File: src/rtl/uart_tx_arbiter_pkg.sv
`default_nettype none
// uart_tx_arbiter_pkg: shared constants, state encoding and header helper.
// Rev 1.0
package uart_tx_arbiter_pkg;

  localparam int         ID_W             = 3;
  localparam logic [3:0] HDR_NIBBLE       = 4'hA;
  localparam int         DEF_BUSY_TIMEOUT = 4096;

  typedef enum logic [2:0] {
    IDLE      = 3'd0,
    GRANT     = 3'd1,
    HDR_START = 3'd2,
    HDR_WAIT  = 3'd3,
    PAY_START = 3'd4,
    PAY_WAIT  = 3'd5,
    DONE      = 3'd6
  } state_t;

  function automatic logic [7:0] make_header(input logic [ID_W-1:0] id);
    return {HDR_NIBBLE, 1'b0, id};
  endfunction

endpackage
`default_nettype wire

File: src/rtl/sync_2ff.sv
`default_nettype none
// sync_2ff: two-flop synchroniser for a single-bit level signal.
// Rev 1.0
module sync_2ff (
  input  logic clk,
  input  logic reset,
  input  logic d,
  output logic q
);

  logic meta;

  always_ff @(posedge clk or posedge reset) begin
    if (reset) begin
      meta <= 1'b0;
      q    <= 1'b0;
    end else begin
      meta <= d;
      q    <= meta;
    end
  end

endmodule
`default_nettype wire

File: src/rtl/uart_tx_arbiter_rr_arbiter.sv
`default_nettype none
// rr_arbiter: picks the first active request at or after ptr+1, wrapping.
// Rev 1.0
module rr_arbiter
  import uart_tx_arbiter_pkg::*;
#(
  parameter int NUM_REQ = 4
) (
  input  logic [NUM_REQ-1:0] req,
  input  logic [ID_W-1:0]    ptr,
  output logic               valid,
  output logic [ID_W-1:0]    idx
);

  // Walk offsets from farthest to nearest so the nearest hit after ptr wins.
  always_comb begin
    valid = 1'b0;
    idx   = '0;
    for (int i = NUM_REQ; i >= 1; i--) begin
      if (req[(int'(ptr) + i) % NUM_REQ]) begin
        valid = 1'b1;
        idx   = ID_W'((int'(ptr) + i) % NUM_REQ);
      end
    end
  end

endmodule
`default_nettype wire

File: src/rtl/uart_tx_arbiter.sv
`default_nettype none
// uart_tx_arbiter: round-robin sharing of one uart_tx among NUM_REQ producers.
// Rev 1.0
module uart_tx_arbiter
  import uart_tx_arbiter_pkg::*;
#(
  parameter int NUM_REQ      = 4,
  parameter int ADD_HEADER   = 1,
  parameter int BUSY_TIMEOUT = DEF_BUSY_TIMEOUT
) (
  input  logic                 clk,
  input  logic                 reset,
  input  logic [NUM_REQ-1:0]   req,
  input  logic [8*NUM_REQ-1:0] data_in,
  output logic [NUM_REQ-1:0]   ack,
  output logic [7:0]           data_to_tx,
  output logic                 start_tx,
  input  logic                 tx_busy,
  output logic                 busy,
  output logic                 timeout_err
);

  localparam int CNT_W = (BUSY_TIMEOUT > 2) ? $clog2(BUSY_TIMEOUT) : 1;

  state_t            state;
  logic [ID_W-1:0]   rr_ptr;
  logic [ID_W-1:0]   gnt_id;
  logic [ID_W-1:0]   arb_idx;
  logic              arb_valid;
  logic [7:0]        pay_reg;
  logic [7:0]        sel_byte;
  logic [CNT_W-1:0]  tmo_cnt;
  logic              busy_s;
  logic [1:0]        settle;

  sync_2ff u_sync (
    .clk   (clk),
    .reset (reset),
    .d     (tx_busy),
    .q     (busy_s)
  );

  rr_arbiter #(.NUM_REQ(NUM_REQ)) u_arb (
    .req   (req),
    .ptr   (rr_ptr),
    .valid (arb_valid),
    .idx   (arb_idx)
  );

  always_comb begin
    sel_byte = '0;
    for (int i = 0; i < NUM_REQ; i++) begin
      if (arb_idx == ID_W'(i)) sel_byte = data_in[i*8 +: 8];
    end
  end

  always_ff @(posedge clk or posedge reset) begin
    if (reset) begin
      state       <= IDLE;
      rr_ptr      <= ID_W'(NUM_REQ - 1);
      gnt_id      <= '0;
      pay_reg     <= '0;
      data_to_tx  <= '0;
      start_tx    <= 1'b0;
      busy        <= 1'b0;
      ack         <= '0;
      timeout_err <= 1'b0;
      tmo_cnt     <= '0;
      settle      <= '0;
    end else begin
      ack         <= '0;
      timeout_err <= 1'b0;
      // busy_s is only trustworthy once the synchroniser has refilled after reset
      settle      <= {settle[0], 1'b1};
      case (state)
        IDLE: begin
          if (settle[1] && !busy_s && arb_valid) begin
            gnt_id  <= arb_idx;
            pay_reg <= sel_byte;
            busy    <= 1'b1;
            state   <= GRANT;
          end
        end
        GRANT: begin
          tmo_cnt  <= '0;
          start_tx <= 1'b1;
          if (ADD_HEADER != 0) begin
            data_to_tx <= make_header(gnt_id);
            state      <= HDR_START;
          end else begin
            data_to_tx <= pay_reg;
            state      <= PAY_START;
          end
        end
        HDR_START, PAY_START: begin
          if (busy_s) begin
            start_tx <= 1'b0;
            tmo_cnt  <= '0;
            state    <= (state == HDR_START) ? HDR_WAIT : PAY_WAIT;
          end else if (tmo_cnt == CNT_W'(BUSY_TIMEOUT - 1)) begin
            // rr_ptr is left alone so the same requester retries first
            timeout_err <= 1'b1;
            start_tx    <= 1'b0;
            busy        <= 1'b0;
            state       <= IDLE;
          end else begin
            tmo_cnt <= tmo_cnt + 1'b1;
          end
        end
        HDR_WAIT: begin
          if (!busy_s) begin
            data_to_tx <= pay_reg;
            start_tx   <= 1'b1;
            tmo_cnt    <= '0;
            state      <= PAY_START;
          end
        end
        PAY_WAIT: begin
          if (!busy_s) begin
            ack   <= NUM_REQ'(1) << gnt_id;
            state <= DONE;
          end
        end
        DONE: begin
          rr_ptr <= gnt_id;
          busy   <= 1'b0;
          state  <= IDLE;
        end
        default: state <= IDLE;
      endcase
    end
  end

endmodule
`default_nettype wire

File: config.mk
export PLATFORM = sky130hd
export DESIGN_NAME = uart_tx_arbiter
export DESIGN_NICKNAME = d
export VERILOG_FILES = /design/src/rtl/uart_tx_arbiter_pkg.sv /design/src/rtl/sync_2ff.sv /design/src/rtl/uart_tx_arbiter_rr_arbiter.sv /design/src/rtl/uart_tx_arbiter.sv
export SDC_FILE = /design/constraint.sdc
export NUM_CORES = 1
export LEC_CHECK = 0
export CAP_MARGIN = 10
export CORE_ASPECT_RATIO = 1.1
export CORE_MARGIN = 4
export CORE_UTILIZATION = 30
export CTS_BUF_LIST = sky130_fd_sc_hd__clkbuf_4 sky130_fd_sc_hd__clkbuf_8
export CTS_CLUSTER_DIAMETER = 120
export CTS_CLUSTER_SIZE = 8
export DETAILED_ROUTE_END_ITERATION = 10
export GPL_TIMING_DRIVEN = 0
export PLACE_DENSITY_LB_ADDON = 0.15
export SETUP_SLACK_MARGIN = 0.2
export SLEW_MARGIN = 0
export SYNTH_ARGS = -nofsm -noshare
export SYNTH_HDL_FRONTEND = slang
export SYNTH_SLANG_ARGS = --single-unit
File: constraint.sdc
create_clock -name clk -period 5.9 [get_ports clk]
set_input_delay 1.18 -clock clk [delete_from_list [all_inputs] [get_ports clk]]
set_output_delay 1.18 -clock clk [all_outputs]
set_load 0.01 [all_outputs]
==> results.cfg <==
[critical_path]
cp.required_ps = 6060
crit_path_cell_trace = clkdlybuf4s50_1 > or3b_1 > o311a_1 > buf_6 > nand2b_1 > buf_1 > a211oi_1 > a2111oi_2
path_buf_inv = 3
rrSetupSlack_ps = 3740
critical_path_class = input port to flop
crit_path_top_delay_cell = clkdlybuf4s50_1
endpoint_kind = flop
crit_family = buffers and inverters
critPathArrivalTime_ps = 3180
cp_max_fo = 10
cpPeakStageDelay_ps = 570
startpoint_type = input port

[floorplan]
io_pins = 54
initial_utilization_pct = 30.8
std_cell_rows = 35
die_h_um = 105
dieWidth_um = 96.4
die_area_sq_um = 10100
fp.coreArea_sq_um = 8360

[power]
seq_power_share_pct = 38.1
switching_share_pct = 36.0
power.density_nw_per_um2 = 375
comb_power_share_pct = 42.5
peakVddDrop_uv = 135
p_int_uw = 814
power_leakage_nw = 1.37
p_switching_uw = 457
power_frac_clock_pct = 19.4

[sta]
finalClockSkew_ps = 8.48
final_hold_viol_count = 0
fmax_ghz = 0.331
rsz0062_at_grt = no
fin_tns_setup_ps = 0
setup_violations = 0
slew_violations = 0
worst_slew_pin_slew_ps = 552
relSlewSlack_pct = 63.0
period_minus_slack_ps = 3020
fin_crit_sh_pct = 51.2

[detailed_routing]
via_per_inst = 4.94
wl_per_cell_um = 14.1
drt_iter0_drc = 103
dr.pass1.iters = 4
vias = 2143
drtAntennaViolNets = 0
drc = 0
drt_wl_total_um = 6120

[clock_network]
root_buffer = clkbuf_8
post_cts_buffers = 0
cts_tree = built
post_cts_resized = 0
insertion_delay_ps = 300
hold_buffers = 0
clock-sinks = 46
clk_pin_slew_ps = 80
clockBufferDepth = 2
h-tree-depth = 2
cts_made_buffers = 5

[yosys]
synthArstFlopShare_pct = 100
ys_seq_area_share_pct = 44.8
ys.flop_type = dfrtp_1
syn_inst = 261
ys_warn_count = 0
synth.distinct_cells = 62
ys_ff_latch = 46
synth_edf_count = 0
avgSynthCellArea_sq_um = 9.88
syn_area_sq_um = 2580
syn_nets = 301

[placed_design]
placed_cell_area_sq_um = 3270
place_congestion = 0.808
dpl.hpwl_um = 4650
io_buffers = 53

[flow_run]
max_cap_violations = 0

[cells_and_area]
drive_gt1_share_pct = 12.4
largest_register_ffs = 12
area_growth_syn_to_layout_pct = 31.4
final_common_cell = clkdlybuf4s50_1
layout.nets = 362
final_cell_mix = clkdlybuf4s50_1, dfrtp_1, nor2_1
design_area_sq_um = 3390
n_antenna_cell = 0

[run_status]
status = finished, final reports clean

[global_route]
grt_pass1_wl_um = 10600
antenna_found_initial = 0
grt_usage_pct = 13.1
gr-total-overflow = 0
grt_pass1_vias = 2184
grt_max_degree = 38

[min_path]
hp-class = flop to flop
-- worst paths after layout --
path / cells past startpoint / endpoint / from
max: 8 / pay_reg[4]$_DFFE_PP0P_ / req[1]
min: 0 / u_sync.q$_DFF_PP0_ / u_sync.meta$_DFF_PP0_
max reg2reg: 7 / pay_reg[4]$_DFFE_PP0P_ / rr_ptr[0]$_DFFE_PP1P_
min reg2reg: 0 / u_sync.q$_DFF_PP0_ / u_sync.meta$_DFF_PP0_
max in group asynchronous: 3 / pay_reg[4]$_DFFE_PP0P_ / reset
min in group asynchronous: 2 / ack[1]$_DFF_PP0_ / reset
-- metal layers --
metal	wire, um	part of all wire (%)	vias to the layer above	track usage (%)
met5	0	0	-	0
met4	123	2.0	0	4.11
met3	306	5.0	12	2.93
met2	3000	49	55	21.4
met1	2700	44	1008	17.1
li1	-	-	1068	-
-- layout make-up --
| type | count | area (sq um) |
|---|---|---|
| fill | 824 | 4980 |
| sequential | 46 | 1150 |
| inverter | 13 | 48.8 |
| tap | 111 | 139 |
| timing repair buffer | 54 | 551 |
| clock buffer | 7 | 90.1 |
| multi-input combinational | 188 | 1290 |
| clock inverter | 1 | 30.0 |
| buffer | 14 | 80.1 |
-- power by group through the flow --
| stage | sequential [mW] | combinational (mW) | clock, mW |
|---|---|---|---|
| after CTS | 0.486 | 0.548 | 0.257 |
| after global routing | 0.499 | 0.605 | 0.272 |
| after global placement | 0.491 | 0.541 | 0 |
| final | 0.484 | 0.540 | 0.247 |
| after floorplan | 0.483 | 0.356 | 0 |
| after detailed placement | 0.491 | 0.546 | 0 |
-- kinds of logic after synthesis --
family	Yosys count	share of synthesized area (%)
buffers and inverters	27	5.00
XOR/XNOR	6	2.04
AND/OR/NAND/NOR	93	20.5
multiplexers	10	3.98
flip-flops	46	44.8
adder cells (fa/ha/maj)	1	0.485
AO/OA/AOI/OAI	77	23.1
other	1	0.145
-- synth_stat cells, drive strengths merged (8+ instances only) --
cell type  instances  area share, %
a2111oi            8            4.7
a211oi             8            2.3
a21oi             13            2.5
and2               9            2.3
dfrtp             44             43
inv               13            1.9
mux2i              8            3.1
nand2             15            2.2
nand3              8            1.9
nor2              26            3.9
o21ai             16            3.1
-- stage by stage --
step / worst slack (ps) / cells / hold WS (ps) / utilization, % / total power, mW
3_5_place_dp: 2550 / 426 / 346 / 39.1 / 1.04
6_report: 2880 / 434 / 361 / 40.5 / 1.27
4_1_cts: 2850 / 434 / 365 / 40.5 / 1.29
2_1_floorplan: 3330 / 261 / 331 / - / 0.839
3_3_place_gp: 2530 / 425 / 340 / 38.8 / 1.03
5_1_grt: 2710 / 434 / 375 / 40.5 / 1.38
No activity file was read; power rests on OpenSTA's default activity.
